<file path="src/rtl/rx_pkg.sv">
// Shared types and helpers for the receiver stream arbiter: FSM state encoding,
// channel-index width, and the round-robin first-set-bit search.
package rx_pkg;

    typedef enum logic {
        IDLE = 1'b0,
        OWN  = 1'b1
    } arb_state_t;

    // Upper bound on channel count; sizes the search function's request vector.
    localparam int MAX_CH   = 16;
    localparam int MAX_CH_W = $clog2(MAX_CH);

    // Channel index width, never narrower than one bit.
    function automatic int ch_width(input int n);
        return (n < 2) ? 1 : $clog2(n);
    endfunction

    localparam int CH_W = ch_width(4);

    // Returns the first set bit of req[n-1:0], scanning from start upward with
    // wrap, or -1 when no bit is set. The scan walks down so the lowest offset wins.
    function automatic int rr_first(input logic [MAX_CH-1:0] req, input int n, input int start);
        int result;
        int idx;
        int base;
        result = -1;
        base   = (start >= n || start < 0) ? 0 : start;
        for (int k = MAX_CH - 1; k >= 0; k--) begin
            if (k < n) begin
                idx = base + k;
                if (idx >= n) begin
                    idx = idx - n;
                end
                if (req[idx[MAX_CH_W-1:0]]) begin
                    result = idx;
                end
            end
        end
        return result;
    endfunction

endpackage

</file>
<file path="src/rtl/rx_rr_pick.sv">
// Combinational rotating priority pick: one-hot grant plus index of the first
// requesting channel at or after the start pointer.
module rx_rr_pick
    import rx_pkg::*;
#(
    parameter int NUM_CH = 4,
    parameter int IDX_W  = 2
) (
    input  logic [NUM_CH-1:0] req,
    input  logic [IDX_W-1:0]  start,
    output logic [NUM_CH-1:0] grant,
    output logic [IDX_W-1:0]  grant_idx
);

    logic [MAX_CH-1:0] req_ext;
    logic              found;
    int                pick;

    always_comb begin
        req_ext             = '0;
        req_ext[NUM_CH-1:0] = req;
        pick                = rr_first(req_ext, NUM_CH, int'(start));
        found               = (pick >= 0);
        grant_idx           = found ? pick[IDX_W-1:0] : '0;
    end

    genvar gi;
    generate
        for (gi = 0; gi < NUM_CH; gi++) begin : g_grant
            assign grant[gi] = found && (grant_idx == IDX_W'(gi));
        end
    endgenerate

endmodule

</file>
<file path="src/rtl/rx_stream_arbiter.sv">
// Merges NUM_CH receiver packet streams into one tagged output stream using
// round-robin grants with bounded bursts, plus per-channel packet counters.
module rx_stream_arbiter
    import rx_pkg::*;
#(
    parameter  int NUM_CH        = 4,
    parameter  int packet_length = 32,
    parameter  int MAX_BURST     = 4,
    parameter  int CNT_W         = 16,
    localparam int SEL_W         = ch_width(NUM_CH)
) (
    input  logic                            aclk,
    input  logic                            aresetn,
    input  logic [NUM_CH*packet_length-1:0] in_data,
    input  logic [NUM_CH-1:0]               in_valid,
    output logic [NUM_CH-1:0]               in_ready,
    input  logic [NUM_CH-1:0]               ch_enable,
    output logic [packet_length-1:0]        out_data,
    output logic [SEL_W-1:0]                out_chan,
    output logic                            out_valid,
    input  logic                            out_ready,
    input  logic                            cnt_clr,
    input  logic [SEL_W-1:0]                cnt_sel,
    output logic [CNT_W-1:0]                cnt_value
);

    localparam int BURST_W = $clog2(MAX_BURST + 1);

    arb_state_t                 state_reg, state_next;
    logic [SEL_W-1:0]           owner_reg, owner_next;
    logic [SEL_W-1:0]           ptr_reg, ptr_next;
    logic [BURST_W-1:0]         burst_reg, burst_next;
    logic                       out_valid_reg, out_valid_next;
    logic [packet_length-1:0]   out_data_reg, out_data_next;
    logic [SEL_W-1:0]           out_chan_reg, out_chan_next;
    logic [CNT_W-1:0]           cnt_value_reg, cnt_value_next;

    logic [NUM_CH-1:0]          elig;
    logic [NUM_CH-1:0]          owner_oh;
    logic [NUM_CH-1:0]          pick_oh;
    logic [NUM_CH-1:0]          grant_oh;
    logic [SEL_W-1:0]           pick_idx;
    logic [SEL_W-1:0]           pick_start;
    logic [SEL_W-1:0]           grant_idx;
    logic                       slot_free;
    logic                       keep_owner;
    logic                       xfer;
    logic [NUM_CH*CNT_W-1:0]    cnt_flat;

    function automatic logic [SEL_W-1:0] wrap_inc(input logic [SEL_W-1:0] v);
        return (int'(v) >= NUM_CH - 1) ? '0 : v + 1'b1;
    endfunction

    genvar gi;
    generate
        for (gi = 0; gi < NUM_CH; gi++) begin : g_owner_dec
            assign owner_oh[gi] = (owner_reg == SEL_W'(gi));
        end
    endgenerate

    assign elig      = in_valid & ch_enable;
    assign slot_free = ~out_valid_reg | out_ready;

    // The owner keeps the grant until its burst is spent, unless nobody else wants it.
    assign keep_owner = (state_reg == OWN) && |(elig & owner_oh) &&
                        ((burst_reg < BURST_W'(MAX_BURST)) || ((elig & ~owner_oh) == '0));

    // Rotation starts after the current owner; from IDLE it starts at the saved pointer.
    assign pick_start = (state_reg == OWN) ? wrap_inc(owner_reg) : ptr_reg;

    rx_rr_pick #(
        .NUM_CH (NUM_CH),
        .IDX_W  (SEL_W)
    ) u_pick (
        .req       (elig),
        .start     (pick_start),
        .grant     (pick_oh),
        .grant_idx (pick_idx)
    );

    assign grant_oh  = keep_owner ? owner_oh  : pick_oh;
    assign grant_idx = keep_owner ? owner_reg : pick_idx;
    assign in_ready  = (aresetn && slot_free) ? grant_oh : '0;
    assign xfer      = |(in_ready & in_valid);

    always_comb begin
        state_next     = state_reg;
        owner_next     = owner_reg;
        ptr_next       = ptr_reg;
        burst_next     = burst_reg;
        out_valid_next = out_valid_reg;
        out_data_next  = out_data_reg;
        out_chan_next  = out_chan_reg;
        cnt_value_next = '0;

        if (xfer) begin
            state_next     = OWN;
            owner_next     = grant_idx;
            ptr_next       = wrap_inc(grant_idx);
            out_valid_next = 1'b1;
            out_data_next  = in_data[grant_idx*packet_length +: packet_length];
            out_chan_next  = grant_idx;
            if (keep_owner) begin
                burst_next = (burst_reg < BURST_W'(MAX_BURST)) ? burst_reg + 1'b1 : burst_reg;
            end else begin
                burst_next = BURST_W'(1);
            end
        end else begin
            if (out_ready) begin
                out_valid_next = 1'b0;
            end
            if ((state_reg == OWN) && (elig == '0)) begin
                state_next = IDLE;
                ptr_next   = wrap_inc(owner_reg);
                burst_next = '0;
            end
        end

        if (int'(cnt_sel) < NUM_CH) begin
            cnt_value_next = cnt_flat[cnt_sel*CNT_W +: CNT_W];
        end
    end

    always_ff @(posedge aclk) begin
        if (!aresetn) begin
            state_reg     <= IDLE;
            owner_reg     <= '0;
            ptr_reg       <= '0;
            burst_reg     <= '0;
            out_valid_reg <= 1'b0;
            out_data_reg  <= '0;
            out_chan_reg  <= '0;
            cnt_value_reg <= '0;
        end else begin
            state_reg     <= state_next;
            owner_reg     <= owner_next;
            ptr_reg       <= ptr_next;
            burst_reg     <= burst_next;
            out_valid_reg <= out_valid_next;
            out_data_reg  <= out_data_next;
            out_chan_reg  <= out_chan_next;
            cnt_value_reg <= cnt_value_next;
        end
    end

    // Per-channel accepted-packet counters; a clear pulse beats a same-cycle increment.
    generate
        for (gi = 0; gi < NUM_CH; gi++) begin : g_cnt
            logic [CNT_W-1:0] cnt_reg;
            always_ff @(posedge aclk) begin
                if (!aresetn || cnt_clr) begin
                    cnt_reg <= '0;
                end else if (in_valid[gi] && in_ready[gi]) begin
                    cnt_reg <= cnt_reg + 1'b1;
                end
            end
            assign cnt_flat[gi*CNT_W +: CNT_W] = cnt_reg;
        end
    endgenerate

    assign out_valid = out_valid_reg;
    assign out_data  = out_data_reg;
    assign out_chan  = out_chan_reg;
    assign cnt_value = cnt_value_reg;

endmodule

</file>
<file path="config.mk">
export PLATFORM = sky130hd
export DESIGN_NAME = rx_stream_arbiter
export DESIGN_NICKNAME = d
export VERILOG_FILES = /design/src/rtl/rx_pkg.sv /design/src/rtl/rx_rr_pick.sv /design/src/rtl/rx_stream_arbiter.sv
export SDC_FILE = /design/constraint.sdc
export NUM_CORES = 1
export LEC_CHECK = 0
export BUFFER_PORTS_ARGS = -buffer_cell sky130_fd_sc_hd__clkbuf_2
export CORE_MARGIN = 2
export CORE_UTILIZATION = 55
export DETAILED_ROUTE_END_ITERATION = 7
export MAX_ROUTING_LAYER = met4
export PLACE_DENSITY = 0.93
export SETUP_SLACK_MARGIN = 0.4
export SLEW_MARGIN = 40
export SYNTH_ARGS = -nofsm -noshare
export SYNTH_HDL_FRONTEND = slang
export SYNTH_SLANG_ARGS = --single-unit
</file>
<file path="constraint.sdc">
create_clock -name aclk -period 10.1 [get_ports aclk]
set_input_delay 0.505 -clock aclk [delete_from_list [all_inputs] [get_ports aclk]]
set_output_delay 0.505 -clock aclk [all_outputs]
set_load 0.02 [all_outputs]
</file>
== Word level (Yosys, flattened, before mapping) ==
Cells that the tools add are included.
W data, S select, Z words.
Word-level totals
  bits in registers: 121
  bits of input ports: 142
  output and inout bits: 55
  logic and storage cells: 110
Cells by class
  add/sub/neg operators: 14
  order comparisons: 12
  eq/ne operators: 7
  shift-type cells: 2
  mux-type cells: 33
  bitwise gates (word level): 7
  reduce and logical (&&, ||, !) cells: 24
Operator list (count)
  $mux W32: 8
  $shiftx A128 B8 Y32: 1
  $ge A32 B4 Y1 const B: 3
  $sub A32 B4 Y32 const B: 3
  $add A16 B1 Y16 const B: 4
  $shiftx A64 B7 Y16: 1
  $ge A32 B1 Y1 const B: 1
  $lt A4 B5 Y1 const B: 4
  $and A4 B4 Y4: 4
  $bmux W1 S4: 4
  $mux W2: 7
  $logic_and A1 B1 Y1: 12
  $mux W3: 4
  $eq A2 B2 Y1 const B: 4
  $logic_not A4 Y1: 2
  $mux W1: 8
  $mux W4: 2
  $reduce_or A4 Y1: 2
  $add A2 B2 Y3 const B: 2
  $add A2 B1 Y2 const B: 2
  $eq A2 B1 Y1 const B: 2
  $ge A2 B2 Y1 const B: 2
  $logic_not A2 Y1: 2
  $not A4 Y4: 1
  other kinds (12): 14

== Logic depth before layout (Yosys ltp) ==
Gate-level depths: netlist (run 1).
  depth after elaboration: 22
  depth in mapped cells: 18
  mapped depth without buffers: 14

== Cells and area by module ==
Synthesis (run 1) repeated with hierarchy kept, for this count alone.
Unflattened totals
  cells, all modules: 693
  area, all modules: 6656.4 um^2
By module, submodules not included
  rx_stream_arbiter: instances 1, cells each 658, area an instance 6342.3 um^2, seq. area each 2422.3 um^2
  rx_rr_pick: instances 1, cells each 35, area an instance 314.1 um^2, seq. area each 0.0 um^2

== Worst setup path before layout (run 1) ==
No wires, ideal clock.
  kind: flip-flop to flip-flop
  from: register, netlist name out_chan[0]
  to: register out_chan_reg[1] (netlist: out_chan[1])
  setup time: 0.116 ns
  arrival: 3.897 ns
  required time: 9.984 ns
  path slack: 6.087 ns
  stages on the path, launching flop included: 17
  buffers on the path: 3
  clock period less this slack: 4.013 ns
  path through: dfxtp_1 -> buf_2 -> inv_1 -> ha_1 -> mux2i_2 -> ha_1 -> nor4b_2 -> nor3_1 -> or3_1 -> a221o_1 -> a211oi_4 -> nor3_2 -> nor4b_2 -> buf_2 -> buf_2 -> nand2_1 -> o211a_1
RTL lines
  end signal: assignment: RTL line rx_stream_arbiter.sv:141  | out_chan_reg <= out_chan_next;
  end: declaration: RTL line rx_stream_arbiter.sv:35  | logic [SEL_W-1:0] out_chan_reg, out_chan_next;

==> out/results.txt, run 1 <==
Remaining Overflow, GRT - 0
clk sinks - 121
Sum Neg Setup Slack - 0 ps
vias - 6489
main combinational cell family by area after synthesis - simple AND/OR/NAND/NOR gates
# H-tree levels - 4
share of cells above drive strength 1 - 32.9%
initial drt markers - 759
PwrDens - 316 nW/um2
ys async rst share - 0%
die width - 117 um
mapped cell area - 7020 um2
WHS Path Cells - 2
Final min period - 5140 ps
gpl congestion - 0.892
Setup Buffers After CTS - 0
IO buf count - 196
Placed Cells - 1075
P_leak - 3.64 nW
Synth area leader - dfxtp_1
synth unique cells - 67
cts hold-fix bufs - 0
Final Util - 68.9%
DRC Markers - 0
status - completed
Synth area leaders - dfxtp_1, mux2i_1, mux4_2
Via-to-Cell Ratio - 5.87
Syn. warnings - 0
Worst Hold Class - register to register
reg2reg setup slack - 4960 ps
standard-cell rows - 41
vias in the first global route - 6245
multiplexer share of the synthesized area - 20.9%
Detailed Place HPWL - 14800 um
IO Pins - 197
area grow syn2layout - 23.3%
nets@finish - 1075
synthesized area per cell - 9.41 um2
Layout fillers - 985
Worst R2R End - burst_reg[0]
post-route setup slack - 4960 ps
area fraction of the dominant cell type after synthesis - 34.5%
Slew @ Worst Pin - 828 ps
Synth Area in Adders - 1.96%
CP Capture Type - register
fin area - 8660 um2
worst r2r path cells - 15
endpoints failing hold - 0
Clk pin slew, worst setup/hold paths - 60 ps
Max clock buf depth - 2
Non-Filler Instances - 1105
Clock Latency Late Sink - 410 ps
max_slew headroom - 44.8%
core footprint - 12600 um2
EDFF count, synth - 0
total CTS buffers - 17
Starting Density - 55.9%
first-pass GRT wire length - 31500 um
skew final - 9.32 ps
antenna violations before repair - 0
FF+latch count, synth - 121
TritonCTS clock tree - built
final period utilization - 50.9%
# resized after CTS - 0
worst setup path class - register to register
Post-DP Area - 8060 um2
Synth Area in Simple Gates - 21.9%
largest net degree at the start of global routing - 75
Routed Antenna Nets - 0
r2r startpoint - out_chan[0]
first drt pass iteration count - 6
worst-path fanout max - 74
Crit path arrival time - 5430 ps
sequential share of the synthesized area - 34.5%
Max Freq - 0.194 GHz
Worst Path Required - 10390 ps
root buf cell - clkbuf_16
Critical path origin - out_chan[0]
drt wl/cell - 18.3 um
Synth Net Count - 899
pre-CTS WS - 5080 ps
startpoint types - register
Post-Synthesis Cells - 746
gr usage total - 30.4%
max FFs per register - 64
Die ar. - 13700 um2
diode count - 0
final setup vio count - 0
final WL - 20300 um
XOR/XNOR Fraction of Synth Area - 7.11%
predominant post-synthesis flop cell - dfxtp_1
Hold Path Sink - out_data[29]
max-cap violations - 0
die height - 117 um
RSZ-0062 raised after global routing - no
Slew Limit Fails - 0
Peak VDD IR - 226 uV
hold_sp - out_data[29]
post-synthesis compound-gate area fraction - 8.84%
-- layout make-up --
cell class              instances  area (um2)  share of cell area (%)
repair buffers                205        1080                    12.4
multi-input cells             564        4300                    49.6
well taps                     172         215                    2.48
flip-flops and latches        121        2420                    28.0
clock inverters                10         145                    1.68
clock buffers                  20         457                    5.27
inverters                      13        48.8                   0.563
-- cells in the final DEF (no fill, tap or decap), types with 12 or more instances in the layout --
master / count
xnor2_1: 22
o21ai_1: 25
nor2_1: 76
mux2_2: 32
nor4_1: 12
nand4_1: 34
nand3_1: 46
mux4_2: 17
inv_1: 12
xor2_1: 35
nand2_1: 28
clkbuf_2: 196
mux2i_1: 71
dfxtp_1: 121
and2_1: 35
clkbuf_16: 17
-- metrics by stage --
| stage | hold WS, ps | total power (W) |
|---|---|---|
| after global placement | 443 | 0.00205 |
| after floorplan | 464 | 0.00190 |
| after detailed placement | 450 | 0.00212 |
| after CTS | 449 | 0.00274 |
| after global routing | 486 | 0.00290 |
| final | 460 | 0.00274 |
-- synth_stat cells, types with 17 or more instances --
cell,count
nand3_1,46
o21ai_1,25
xor2_1,35
mux2_2,32
dfxtp_1,121
xnor2_1,22
and2_1,35
clkbuf_1,25
mux2i_1,71
mux4_2,17
nor2_1,76
nand4_1,34
nand2_1,28
-- logic make-up (layout without fill, tap and decap cells) --
| group | after synthesis | in the layout |
|---|---|---|
| xor+xnor | 57 | 57 |
| flops | 121 | 121 |
| mux | 121 | 121 |
| fa+ha+maj | 11 | 11 |
| simple gates | 285 | 285 |
| compound gates | 90 | 90 |
| buf+inv | 61 | 248 |
-- power by group --
part,internal [W],total [W],switching [W]
Sequential,0.000532,0.000575,0.0000438
Clock,0.000399,0.000619,0.000220
Combinational,0.000703,0.00154,0.000842
-- worst max-delay path, stage by stage, from the launching register on --
cell      delay (ps)
dfxtp_1          570
inv_1            120
ha_1             390
mux2i_2          360
inv_2            140
ha_1             240
and4bb_2         340
a211oi_1          60
o32a_1           290
a21oi_1          380
nor3_1           120
a21oi_2          660
nor4b_4          350
buf_4            640
a21oi_1           80
o2111a_1         270
-- worst max-delay path by stage --
stage / cells past startpoint / to / slack (ps)
after floorplan: 16 / out_chan[1] / 6090
after global placement: 15 / ptr_reg[0] / 5110
after global routing: 15 / burst_reg[1] / 4480
after CTS: 15 / burst_reg[0] / 5000
after detailed placement: 15 / burst_reg[1] / 5080
final: 15 / burst_reg[0] / 4960
-- metal layers --
metal	track usage (%)	routed length, um	vias up
met5	-	0	-
met4	11.1	614	0
met3	7.31	1350	57
met2	48.1	10100	295
met1	38.1	8200	3068
li1	-	-	3069
Note: power is estimated with default switching activity, not from simulation.
==> inputs of run 2 (changes only) <==
ABC_AREA = 1   (was unset)
CORE_UTILIZATION = 48   (was 55)
PLACE_DENSITY = 0.86   (was 0.93)
clock period = 4.3 ns   (was 10.1 ns; I/O delays follow)
==> run 2 against run 1 <==
Setup slack lost 4200 ps. Die area grew 13%. Sequential power grew 120%. Critical endpoint is now ptr_reg[1]. Highest routed layer unchanged.
==> out/results.txt, run 2 <==
status - completed
max-cap violations - 0
Post-Synthesis Cells - 1034
CP Capture Type - register
RSZ-0062 raised after global routing - no
vias in the first global route - 7144
Syn. warnings - 0
Crit path arrival time - 3910 ps
initial drt markers - 742
post-synthesis compound-gate area fraction - 24.1%
crit path cell chain - inv_1, ha_1, nand2_1, o21ai_2, inv_2, ha_1, inv_1, nand3_1, nand3_1, nand2_1, nand2_1, nand2_1, nand2_2, nand2_2, nand2_4, nand3_4, nand2_1, inv_2, nand3_4, buf_12, nand3_1, nand3_1, nand3_1, inv_1
Routed Antenna Nets - 0
share of cells above drive strength 1 - 25.3%
diode count - 0
Sum Neg Setup Slack - 0 ps
first drt pass iteration count - 6
Clk pin slew, worst setup/hold paths - 60 ps
die height - 124 um
EDFF count, synth - 0
largest net degree at the start of global routing - 65
most common cell after layout, fill and taps aside - clkbuf_2
startpoint types - register
combinational fraction of design power - 52.7%
pre-CTS WS - 284 ps
Synth Area in Adders - 1.98%
sequential share of the synthesized area - 34.9%
Via-to-Cell Ratio - 5.44
antenna violations before repair - 0
max FFs per register - 64
Worst Hold Class - input pin to register
final WL - 20500 um
core footprint - 14000 um2
DRC Markers - 0
Slew Limit Fails - 0
Slew @ Worst Pin - 771 ps
main combinational cell family by area after synthesis - simple AND/OR/NAND/NOR gates
Synth Net Count - 1187
Remaining Overflow, GRT - 0
clk sinks - 121
Detailed Place HPWL - 14400 um
internal power - 0.00331 W
Worst Path Required - 4660 ps
IO Pins - 197
Synth area leader - dfxtp_1
final setup vio count - 0
Post-synth top cells - nand2_1, o21ai_0, a21oi_1, dfxtp_1, nor2_1
predominant post-synthesis flop cell - dfxtp_1
most common cell in the netlist - nand2_1
area grow syn2layout - 25.1%
XOR/XNOR Fraction of Synth Area - 0.505%
PwrDens - 689 nW/um2
skew final - 7.87 ps
area fraction of the dominant cell type after synthesis - 34.9%
TritonCTS clock tree - built
IO buf count - 196
Psw - 0.00266 W
Slowest cell on crit path - dfxtp_1
sequential share of power - 21.5%
mapped cell area - 6940 um2
final period utilization - 82.5%
worst-path fanout max - 34
multiplexer share of the synthesized area - 0%
Peak VDD IR - 654 uV
# H-tree levels - 4
ys async rst share - 0%
die width - 124 um
standard-cell rows - 43
endpoints failing hold - 0
most frequent cells in the layout - clkbuf_2, nand2_1, o21ai_0
slowest stage delay, CP - 420 ps
total CTS buffers - 17
root buf cell - clkbuf_16
worst setup path class - register to register
Max Freq - 0.282 GHz
nets@finish - 1364
Synth Area in Simple Gates - 28.5%
Synth area leaders - dfxtp_1, o21ai_0, a21oi_1
Clk network pwr share - 25.8%
post-route setup slack - 753 ps
vias - 7636
Clock Latency Late Sink - 420 ps
gpl congestion - 0.928
FF+latch count, synth - 121
synthesized area per cell - 6.71 um2
synth unique cells - 51
Max clock buf depth - 2
Sw Ratio - 44.6%
Final min period - 3550 ps
gr usage total - 26.7%
drt wl/cell - 14.6 um
Die ar. - 15400 um2
P_leak - 3.60 nW
Starting Density - 49.6%
max_slew headroom - 48.1%
first-pass GRT wire length - 33800 um
[run 2: area by class of cell]
type | count | area, um2
clock buffers | 18 | 429
clock inverters | 13 | 203
fillers | 1225 | 5310
inverters | 119 | 464
multi-input cells | 744 | 3850
flip-flops and latches | 121 | 2420
well taps | 180 | 225
repair buffers | 208 | 1080
[run 2: logic make-up after synthesis]
| family | after synthesis |
|---|---|
| flops | 121 |
| compound gates | 313 |
| fa+ha+maj | 11 |
| xor+xnor | 4 |
| buf+inv | 169 |
| simple gates | 416 |
[run 2: per-layer routing]
| layer | vias up | track usage [%] | routed length, um |
|---|---|---|---|
| met5 | - | - | 0 |
| met1 | 3452 | 34.2 | 8890 |
| met3 | 46 | 6.11 | 1520 |
| li1 | 3822 | - | - |
| met2 | 316 | 41.8 | 9600 |
| met4 | 0 | 9.12 | 490 |
[run 2: final timing paths]
kind	startpoint	to	slack (ps)	cells past startpoint
setup / recovery	out_chan[0]	ptr_reg[1]	750	24
hold / removal	in_data[48]	out_data[16]	130	3
setup reg to reg	out_chan[0]	ptr_reg[1]	750	24
hold reg to reg	out_data[19]	out_data[19]	460	2
[run 2: power by group through the flow]
stage | clock (W) | combinational, W | sequential [W]
after floorplan | 0 | 0.00236 | 0.00138
after global placement | 0 | 0.00287 | 0.00131
after detailed placement | 0 | 0.00293 | 0.00131
after CTS | 0.00155 | 0.00296 | 0.00128
after global routing | 0.00160 | 0.00352 | 0.00129
final | 0.00154 | 0.00315 | 0.00129
[run 2: stage by stage]
step	util, %	power (W)	instance area (um2)	hold WS, ps	std cells
5_1_grt	62.0	0.00641	8670	174	1403
2_1_floorplan	-	0.00374	6940	436	1034
6_report	62.0	0.00597	8670	130	1403
3_5_place_dp	56.8	0.00424	7940	455	1366
3_3_place_gp	56.8	0.00418	7940	451	1366
4_1_cts	61.3	0.00579	8580	125	1397
[run 2: critical path: cells and delay by family, from the launching register on]
family | cells | cell delay [ps]
and+or+nand+nor | 15 | 1610
DFF | 1 | 420
AOI/OAI and AO/OA | 1 | 140
buffers and inverters | 6 | 710
adders and majority gates | 2 | 620
[run 2: timing repair]
item	CTS	global route
setup endpoints to repair	28	40
setup buffers	0	6
pin swaps	0	1
gates resized for setup	1	12
hold buffers	0	0
